===== config.mk =====
export PLATFORM = sky130hd
export DESIGN_NAME = rr_index_arbiter
export DESIGN_NICKNAME = d
export VERILOG_FILES = /design/src/rtl/rr_arb_pkg.sv /design/src/rtl/rr_pick.sv /design/src/rtl/rr_index_arbiter.sv
export SDC_FILE = /design/constraint.sdc
export NUM_CORES = 1
export LEC_CHECK = 0
export CAP_MARGIN = 20
export CORE_AREA = 2 2 112 169
export CTS_BUF_LIST = sky130_fd_sc_hd__clkbuf_8
export DETAILED_ROUTE_END_ITERATION = 16
export DIE_AREA = 0 0 114 171
export PLACE_DENSITY = 0.49
export SETUP_SLACK_MARGIN = 0.1
export SLEW_MARGIN = 20
export SYNTH_ARGS = -nofsm -noshare
export SYNTH_HDL_FRONTEND = slang
export SYNTH_SLANG_ARGS = --single-unit

===== constraint.sdc =====
create_clock -name clk -period 6.39 [get_ports clk]
set_clock_uncertainty 0.1 [all_clocks]
set_input_delay 0.9585 -clock clk [delete_from_list [all_inputs] [get_ports clk]]
set_output_delay 0.9585 -clock clk [all_outputs]
set_load 0.01 [all_outputs]

===== src/rtl/rr_arb_pkg.sv =====
// Shared definitions for the round-robin index arbiter.
// Contents: index/request widths, FSM state type, hold-counter width helper.
package rr_arb_pkg;

    localparam int unsigned IDX_W         = 5;
    localparam int unsigned N_REQ         = 2 ** IDX_W;
    localparam int unsigned MAX_HOLD_DFLT = 16;

    typedef enum logic [1:0] {
        StIdle,
        StGrant,
        StGap
    } arb_state_e;

    // Hold counter only needs to reach max_hold-1.
    function automatic int unsigned hold_w(input int unsigned max_hold);
        return $clog2(max_hold);
    endfunction

endpackage


===== src/rtl/rr_pick.sv =====
// Rotating find-first over the request vector.
// Ports:
//   req    - request vector, bit i requests index i
//   ptr    - index with highest priority this round
//   winner - first set bit of req at or above ptr, wrapping to 0
//   any    - at least one request present
module rr_pick
    import rr_arb_pkg::*;
(
    input  logic [N_REQ-1:0] req,
    input  logic [IDX_W-1:0] ptr,
    output logic [IDX_W-1:0] winner,
    output logic             any
);

    logic [2*N_REQ-1:0] w_dbl_shift;
    logic [N_REQ-1:0]   w_rot;
    logic [IDX_W-1:0]   w_enc;

    // Doubling the vector turns the rotate-right into a plain shift.
    assign w_dbl_shift = {req, req} >> ptr;
    assign w_rot       = w_dbl_shift[N_REQ-1:0];

    // Lowest set bit of the rotated vector wins.
    always_comb begin
        w_enc = '0;
        for (int i = N_REQ - 1; i >= 0; i--) begin
            if (w_rot[i]) begin
                w_enc = IDX_W'(i);
            end
        end
    end

    // Adding ptr back undoes the rotation; IDX_W-bit add wraps mod N_REQ.
    assign winner = w_enc + ptr;
    assign any    = |req;

endmodule


===== src/rtl/rr_index_arbiter.sv =====
// Round-robin arbiter over N_REQ request lines, emitting the winner as an
// index plus enable for a downstream 5-to-32 decoder. A grant is held until
// released, withdrawn or MAX_HOLD cycles elapse, followed by one idle GAP cycle.
// Ports:
//   clk, rst   - rising-edge clock, asynchronous active-high reset
//   req        - request vector
//   release_i  - grantee done; only looked at while a grant is held
//   grant_en   - grant valid (decoder enable)
//   grant_idx  - granted index (decoder input); stale while grant_en=0
//   timeout    - one-cycle pulse in the GAP cycle after a forced revoke
//   busy       - high while holding a grant
module rr_index_arbiter
    import rr_arb_pkg::*;
#(
    parameter int unsigned MAX_HOLD = MAX_HOLD_DFLT
) (
    input  logic             clk,
    input  logic             rst,
    input  logic [N_REQ-1:0] req,
    input  logic             release_i,
    output logic             grant_en,
    output logic [IDX_W-1:0] grant_idx,
    output logic             timeout,
    output logic             busy
);

    localparam int unsigned     HoldW    = hold_w(MAX_HOLD);
    localparam logic [HoldW-1:0] HoldLast = HoldW'(MAX_HOLD - 1);

    arb_state_e       r_state, w_state_next;
    logic [IDX_W-1:0] r_ptr, w_ptr_next;
    logic [HoldW-1:0] r_hold_cnt, w_hold_cnt_next;
    logic [IDX_W-1:0] r_grant_idx, w_grant_idx_next;
    logic             r_grant_en, w_grant_en_next;
    logic             r_timeout, w_timeout_next;
    logic             r_busy, w_busy_next;

    logic [IDX_W-1:0] w_winner;
    logic             w_any;
    logic             w_withdraw;
    logic             w_expired;
    logic             w_exit;

    rr_pick u_pick (
        .req    (req),
        .ptr    (r_ptr),
        .winner (w_winner),
        .any    (w_any)
    );

    assign w_withdraw = ~req[r_grant_idx];
    assign w_expired  = (r_hold_cnt == HoldLast);
    assign w_exit     = release_i | w_withdraw | w_expired;

    // State register
    always_ff @(posedge clk or posedge rst) begin
        if (rst) begin
            r_state <= StIdle;
        end else begin
            r_state <= w_state_next;
        end
    end

    // Next-state logic
    always_comb begin
        w_state_next = r_state;
        unique case (r_state)
            StIdle:  if (w_any) w_state_next = StGrant;
            StGrant: if (w_exit) w_state_next = StGap;
            StGap:   w_state_next = StIdle;
            default: w_state_next = StIdle;
        endcase
    end

    // Output and datapath next values
    always_comb begin
        w_ptr_next       = r_ptr;
        w_hold_cnt_next  = r_hold_cnt;
        w_grant_idx_next = r_grant_idx;
        w_grant_en_next  = 1'b0;
        w_timeout_next   = 1'b0;
        w_busy_next      = 1'b0;
        unique case (r_state)
            StIdle: begin
                if (w_any) begin
                    w_grant_idx_next = w_winner;
                    w_grant_en_next  = 1'b1;
                    w_busy_next      = 1'b1;
                    w_hold_cnt_next  = '0;
                end
            end
            StGrant: begin
                if (w_exit) begin
                    // Release and withdrawal take precedence over the timeout.
                    w_timeout_next = ~release_i & ~w_withdraw;
                    w_ptr_next     = r_grant_idx + IDX_W'(1);
                end else begin
                    w_grant_en_next = 1'b1;
                    w_busy_next     = 1'b1;
                    if (!w_expired) begin
                        w_hold_cnt_next = r_hold_cnt + HoldW'(1);
                    end
                end
            end
            default: ;
        endcase
    end

    // Output and datapath registers
    always_ff @(posedge clk or posedge rst) begin
        if (rst) begin
            r_ptr       <= '0;
            r_hold_cnt  <= '0;
            r_grant_idx <= '0;
            r_grant_en  <= 1'b0;
            r_timeout   <= 1'b0;
            r_busy      <= 1'b0;
        end else begin
            r_ptr       <= w_ptr_next;
            r_hold_cnt  <= w_hold_cnt_next;
            r_grant_idx <= w_grant_idx_next;
            r_grant_en  <= w_grant_en_next;
            r_timeout   <= w_timeout_next;
            r_busy      <= w_busy_next;
        end
    end

    assign grant_en  = r_grant_en;
    assign grant_idx = r_grant_idx;
    assign timeout   = r_timeout;
    assign busy      = r_busy;

endmodule


Word level (Yosys, flattened, before mapping)
Cells that the tools add are included.

Add/sub/neg operators: 3. $mul: 0. Divide/modulo/power cells: 0. $lt $le $gt $ge: 1. Equality and inequality tests: 6. Shifts and indexed selects: 1. Muxes and demuxes: 46. Bitwise gates (word level): 5. Reductions and logical operators: 7.

Operator list (number): 2-to-1 mux 5 bit (32); >> shifter 64 x 5 -> 32 bit (1); OR reduction 32 bit (1); 2-to-1 mux 4 bit (3); one-hot mux 4 bit (2 select lines) (1); less-than comparator 5 x 6 -> 1 bit (second input constant) (1); != test 2 bit (second input constant) (3); AND reduction 2 bit (3); adder 5 x 1 -> 5 bit (second input constant) (1); adder 5 bit (1); binary-select mux 1 bit (select 5 bit) (1); 2-to-1 mux 1 bit (5); adder 4 x 1 -> 4 bit (second input constant) (1); equality test 4 bit (second input constant) (1); 2-to-1 mux 2 bit (2); one-hot mux 2 bit (2 select lines) (1); AND reduction 4 bit (1); equality test 2 x 1 -> 1 bit (second input constant) (1); logical NOT 2 bit (1); != test 2 x 1 -> 1 bit (second input constant) (1); NOT 1 bit (2); bitwise OR 1 bit (2); one-hot mux 1 bit (2 select lines) (1); nonzero test 2 bit (1); bitwise AND 1 bit (1).

Flip-flop bits (word level): 18. Bits in latches: 0. RAM bits: 0. ROM bits: 0. Bits of input ports: 35. Output and inout port bits: 8. Word-level logic and storage cells: 75. Memories: 0.

Depth between registers and ports, before layout
Word-level depth: 34. Depth in mapped cells: 24. Mapped depth without buffers: 19.

Hierarchy
Synthesis repeated with hierarchy kept, for this count alone.

Cell total of the unflattened synthesis: 474. Area total of the unflattened synthesis: 5081.1 sq um.

By module, submodules not included: rr_pick (instances 1, cells each 365, area an instance 3918.8 sq um); rr_index_arbiter (instances 1, cells each 109, area an instance 1162.4 sq um).

Worst setup path before layout
No wires, ideal clock.

Kind: in2reg. From: in req[29]. To: reg r_grant_idx[4], in the netlist grant_idx[4]. Setup time: 0.087 ns. Data arrival time: 4.457 ns. Data required time: 6.203 ns. Slack: 1.746 ns. Cell stages on the path: 20. Path buffers: 1. Cells stage by stage: clkbuf_1 > mux4_2 > mux2i_1 > mux2i_1 > a221o_1 > o221a_1 > o41ai_1 > o221ai_1 > a21oi_1 > ha_1 > inv_1 > fa_1 > inv_1 > a21o_1 > a21oi_1 > xor2_1 > or2_2 > inv_1 > a32oi_1 > o211ai_1.

Word-level cells in the longest chain between the ends: 34. Elaborated cells on any way between the ends: 36. Those cells by class: 1 x add/sub; 1 x shift; 32 x mux; 2 x reduce/logical.

Ends and longest elaborated chain: from (decl) (line rr_index_arbiter.sv:19) `input logic [N_REQ-1:0] req,`; >> shifter 64 x 5 -> 32 bit (line rr_pick.sv:21) `assign w_dbl_shift = {req, req} >> ptr;`; 2-to-1 mux 5 bit (32 in series) (line rr_pick.sv:28) `if (w_rot[i]) begin`; adder 5 bit (line rr_pick.sv:35) `assign winner = w_enc + ptr;`; to (signal assigned) (line rr_index_arbiter.sv:121) `r_grant_idx <= w_grant_idx_next;`; to (decl) (line rr_index_arbiter.sv:33) `logic [IDX_W-1:0] r_grant_idx, w_grant_idx_next;`.

Parallel ways exist; a longest one is shown, timed or not. A chain may end at the register's enable or synchronous reset.

Worst setup path in the final report
From: in req[10]. To: reg r_grant_idx[4], in the netlist grant_idx[4].

Same word-level chain as after synthesis.

==> impl_metrics.py <==
metrics = {
    "run_status": {
        "status": "completed",
    },
    "clock_tree": {
        "cts_num_sinks": 18,
        "post-cts-setup-buffers": 0,
        "cts.repair.resized": 0,
        "cts_made_buffers": 3,
        "clkTransAtPathRegs_ns": 0.07,
        "cts_buffer_depth": 2,
        "hold_buffers": 0,
        "cts_tree": "built",
        "h-tree-depth": 1,
        "cts_root_buf": "clkbuf_8",
        "clk_latency_ns": 0.26,
    },
    "yosys": {
        "synth-xor-area-share_pct": 0.898,
        "synth.most_common_cell": "mux4_2",
        "synth_area_um2": 5850,
        "synthMuxAreaShare_pct": 49.7,
        "synth_cell_types": 79,
        "synth_area_leaders": "mux4_2 32%, mux2i_1 11%, dfrtp_1 7.7%",
        "synth_edf_count": 0,
        "yosys.area_share.simple_pct": 15.8,
        "synth_ff_type": "dfrtp_1",
        "synth_cells": 614,
        "synth-adder-area-share_pct": 1.62,
        "yosysTopAreaCellShare_pct": 31.9,
        "synth.largest_area_cell": "mux4_2",
        "synth_top_family_by_area": "multiplexers",
        "synth_seq_area_share_pct": 7.70,
        "synthArstFlopShare_pct": 100,
        "syn_nets": 656,
        "synth_warnings": 0,
        "synth_seq_cells": 18,
        "synth_compound_area_share_pct": 15.9,
        "avgSynthCellArea_um2": 9.53,
        "synth_top_cells_by_count": "83 x mux4_2, 66 x mux2i_1, 51 x nand2_1, 39 x clkbuf_1, 35 x nor2_1",
    },
    "placed_design": {
        "io_buffer_count": 42,
        "dp_slack_ns": 0.398,
        "dpl.hpwl_um": 18900,
        "dpl_cell_area_um2": 6300,
        "dpl.cell_count": 815,
        "place_congestion": 0.963,
    },
    "timing": {
        "rsz0062_at_grt": "no",
        "max-slew-margin-rel_pct": 39.2,
        "setup-violations-final": 0,
        "slew_violations": 0,
        "setup_tns_ns": 0,
        "max_freq_mhz": 172,
        "min_period_over_period_pct": 90.8,
        "tightest_slew_ns": 0.911,
        "period_needed_ns": 5.80,
        "hold_viol": 0,
        "fin_ws_ns": 0.586,
    },
    "die": {
        "dieArea_um2": 19500,
        "die_width_um": 114,
        "core_um2": 18200,
        "ios": 43,
        "start_util_pct": 32.2,
        "die_h_um": 171,
        "rows": 61,
    },
    "min_path": {
        "min_path_type": "reg -> reg",
    },
    "grt": {
        "grt_max_degree": 61,
        "grt_pass1_vias": 5753,
        "antenna_found_initial": 1,
        "globalRouteOverflowTotal": 0,
        "grt_pass1_wl_um": 38100,
        "grt.total_usage_pct": 26.3,
    },
    "drt": {
        "drt_iter0_drc": 740,
        "ant_nets": 0,
        "vias_per_cell": 7.07,
        "post-route-drc-count": 0,
        "routed_wl_um": 25300,
        "drtPass1Iterations": 6,
        "wire_per_inst_um": 30.9,
        "route.vias.total": 5790,
    },
    "setup_path": {
        "critPathKind": "in -> reg",
        "cp_max_fo": 15,
        "worstPathRequired_ns": 6.46,
        "start_kind": "input pin",
        "end_kind": "flip-flop",
        "arrival_ns": 5.88,
    },
    "power_and_ir_drop": {
        "power-per-cell-area_nw_per_um2": 594,
        "total_power_uw": 3770,
        "p_leak_uw": 0.00228,
        "ir_drop_v": 0.000348,
    },
    "finish": {
        "drive_above_1_share_pct": 25.9,
        "layoutNonFillerInstCount": 819,
        "final_area_um2": 6350,
        "diodes": 0,
        "syn2layout_area_growth_pct": 8.51,
        "fill_cells": 1838,
        "fin_nets": 642,
    },
    "job": {
        "drv_cap": 0,
    },
}
[path summary, 6_finish.rpt]
path | startpoint | end | slack, ns | depth (start not counted)
setup reg to reg | r_ptr[1] | grant_idx[4] | 0.99 | 20
max in group asynchronous | rst | r_ptr[3] | 4.67 | 2
hold reg to reg | r_hold_cnt[3] | r_hold_cnt[3] | 0.39 | 1
setup / recovery | req[10] | grant_idx[4] | 0.59 | 20
hold / removal | r_hold_cnt[3] | r_hold_cnt[3] | 0.39 | 1
min in group asynchronous | rst | r_hold_cnt[3] | 1.01 | 2
[final cells by class]
| type | count | area [um^2] | share of cell area (%) |
|---|---|---|---|
| multi-input combinational | 499 | 4910 | 77.3 |
| timing repair buffer | 63 | 591 | 9.30 |
| sequential | 18 | 462 | 7.27 |
| tap | 220 | 275 | 4.33 |
| inverter | 15 | 56.3 | 0.887 |
| clock buffer | 4 | 55.1 | 0.867 |
[flip-flops by register name (all words and copies together), names as in the netlist]
signal	flops
grant_idx	5
r_ptr	5
r_hold_cnt	4
r_state	2
busy	1
timeout	1
[cell usage in the layout (no fill, tap or decap), types with 4 or more instances in the layout]
master and n:
mux4_2 83, mux2i_1 66, nand2_1 51, clkdlybuf4s50_1 42
nor2_1 35, mux2_2 28, buf_4 20, nand3_1 18
a21oi_1 16, o21ai_0 15, nor2b_1 14, dfrtp_1 13
inv_1 12, o22ai_1 12, nor4_1 10, and2_1 9
nand2b_1 8, a22oi_1 8, a211oi_1 8, nand4_1 6
ha_1 6, xor2_1 5, o211ai_1 5, o31ai_1 5
nor3_1 5, a221o_1 5, a21o_1 4, a31oi_1 4
clkbuf_8 4
[stage by stage]
step | util [%] | hold WS [ns]
final | 35.0 | 0.388
after global routing | 35.0 | 0.432
after CTS | 35.0 | 0.397
after detailed placement | 34.7 | 0.387
after global placement | 34.7 | 0.375
after floorplan | - | 0.353
[power breakdown]
part	switching (uW)	internal, uW	leakage [uW]
Sequential	307	161	0.000221
Combinational	1780	1430	0.00203
Clock	38.7	54.8	0.0000288
Total	2120	1650	0.00228
[layer usage]
metal	GRT usage (%)	vias up	share of wire, %
met5	0	-	0
met4	17.4	0	8.4
met3	2.62	92	7.8
met2	43.3	411	48
met1	32.3	2865	36
li1	-	2422	-
[kinds of logic after synthesis]
kind of cell / count (synthesis)
simple gates: 179
flops: 18
xor+xnor: 6
mux: 182
buf+inv: 97
fa+ha+maj: 7
compound gates: 125
[worst max-delay path: stages]
cell and delay, ns:
clkdlybuf4s50_1 0.77, mux4_2 0.63, mux2i_1 0.30, mux2i_1 0.20, a221o_1 0.39, o221a_1 0.27
o41ai_1 0.34, o221ai_1 0.19, a21oi_1 0.21, ha_1 0.20, inv_1 0.06, fa_1 0.39
inv_1 0.07, a21o_1 0.10, a21oi_1 0.07, xor2_1 0.15, or2_2 0.32, inv_1 0.06
a32oi_1 0.09, o211ai_1 0.11
Note: power is estimated with default switching activity, not from simulation.
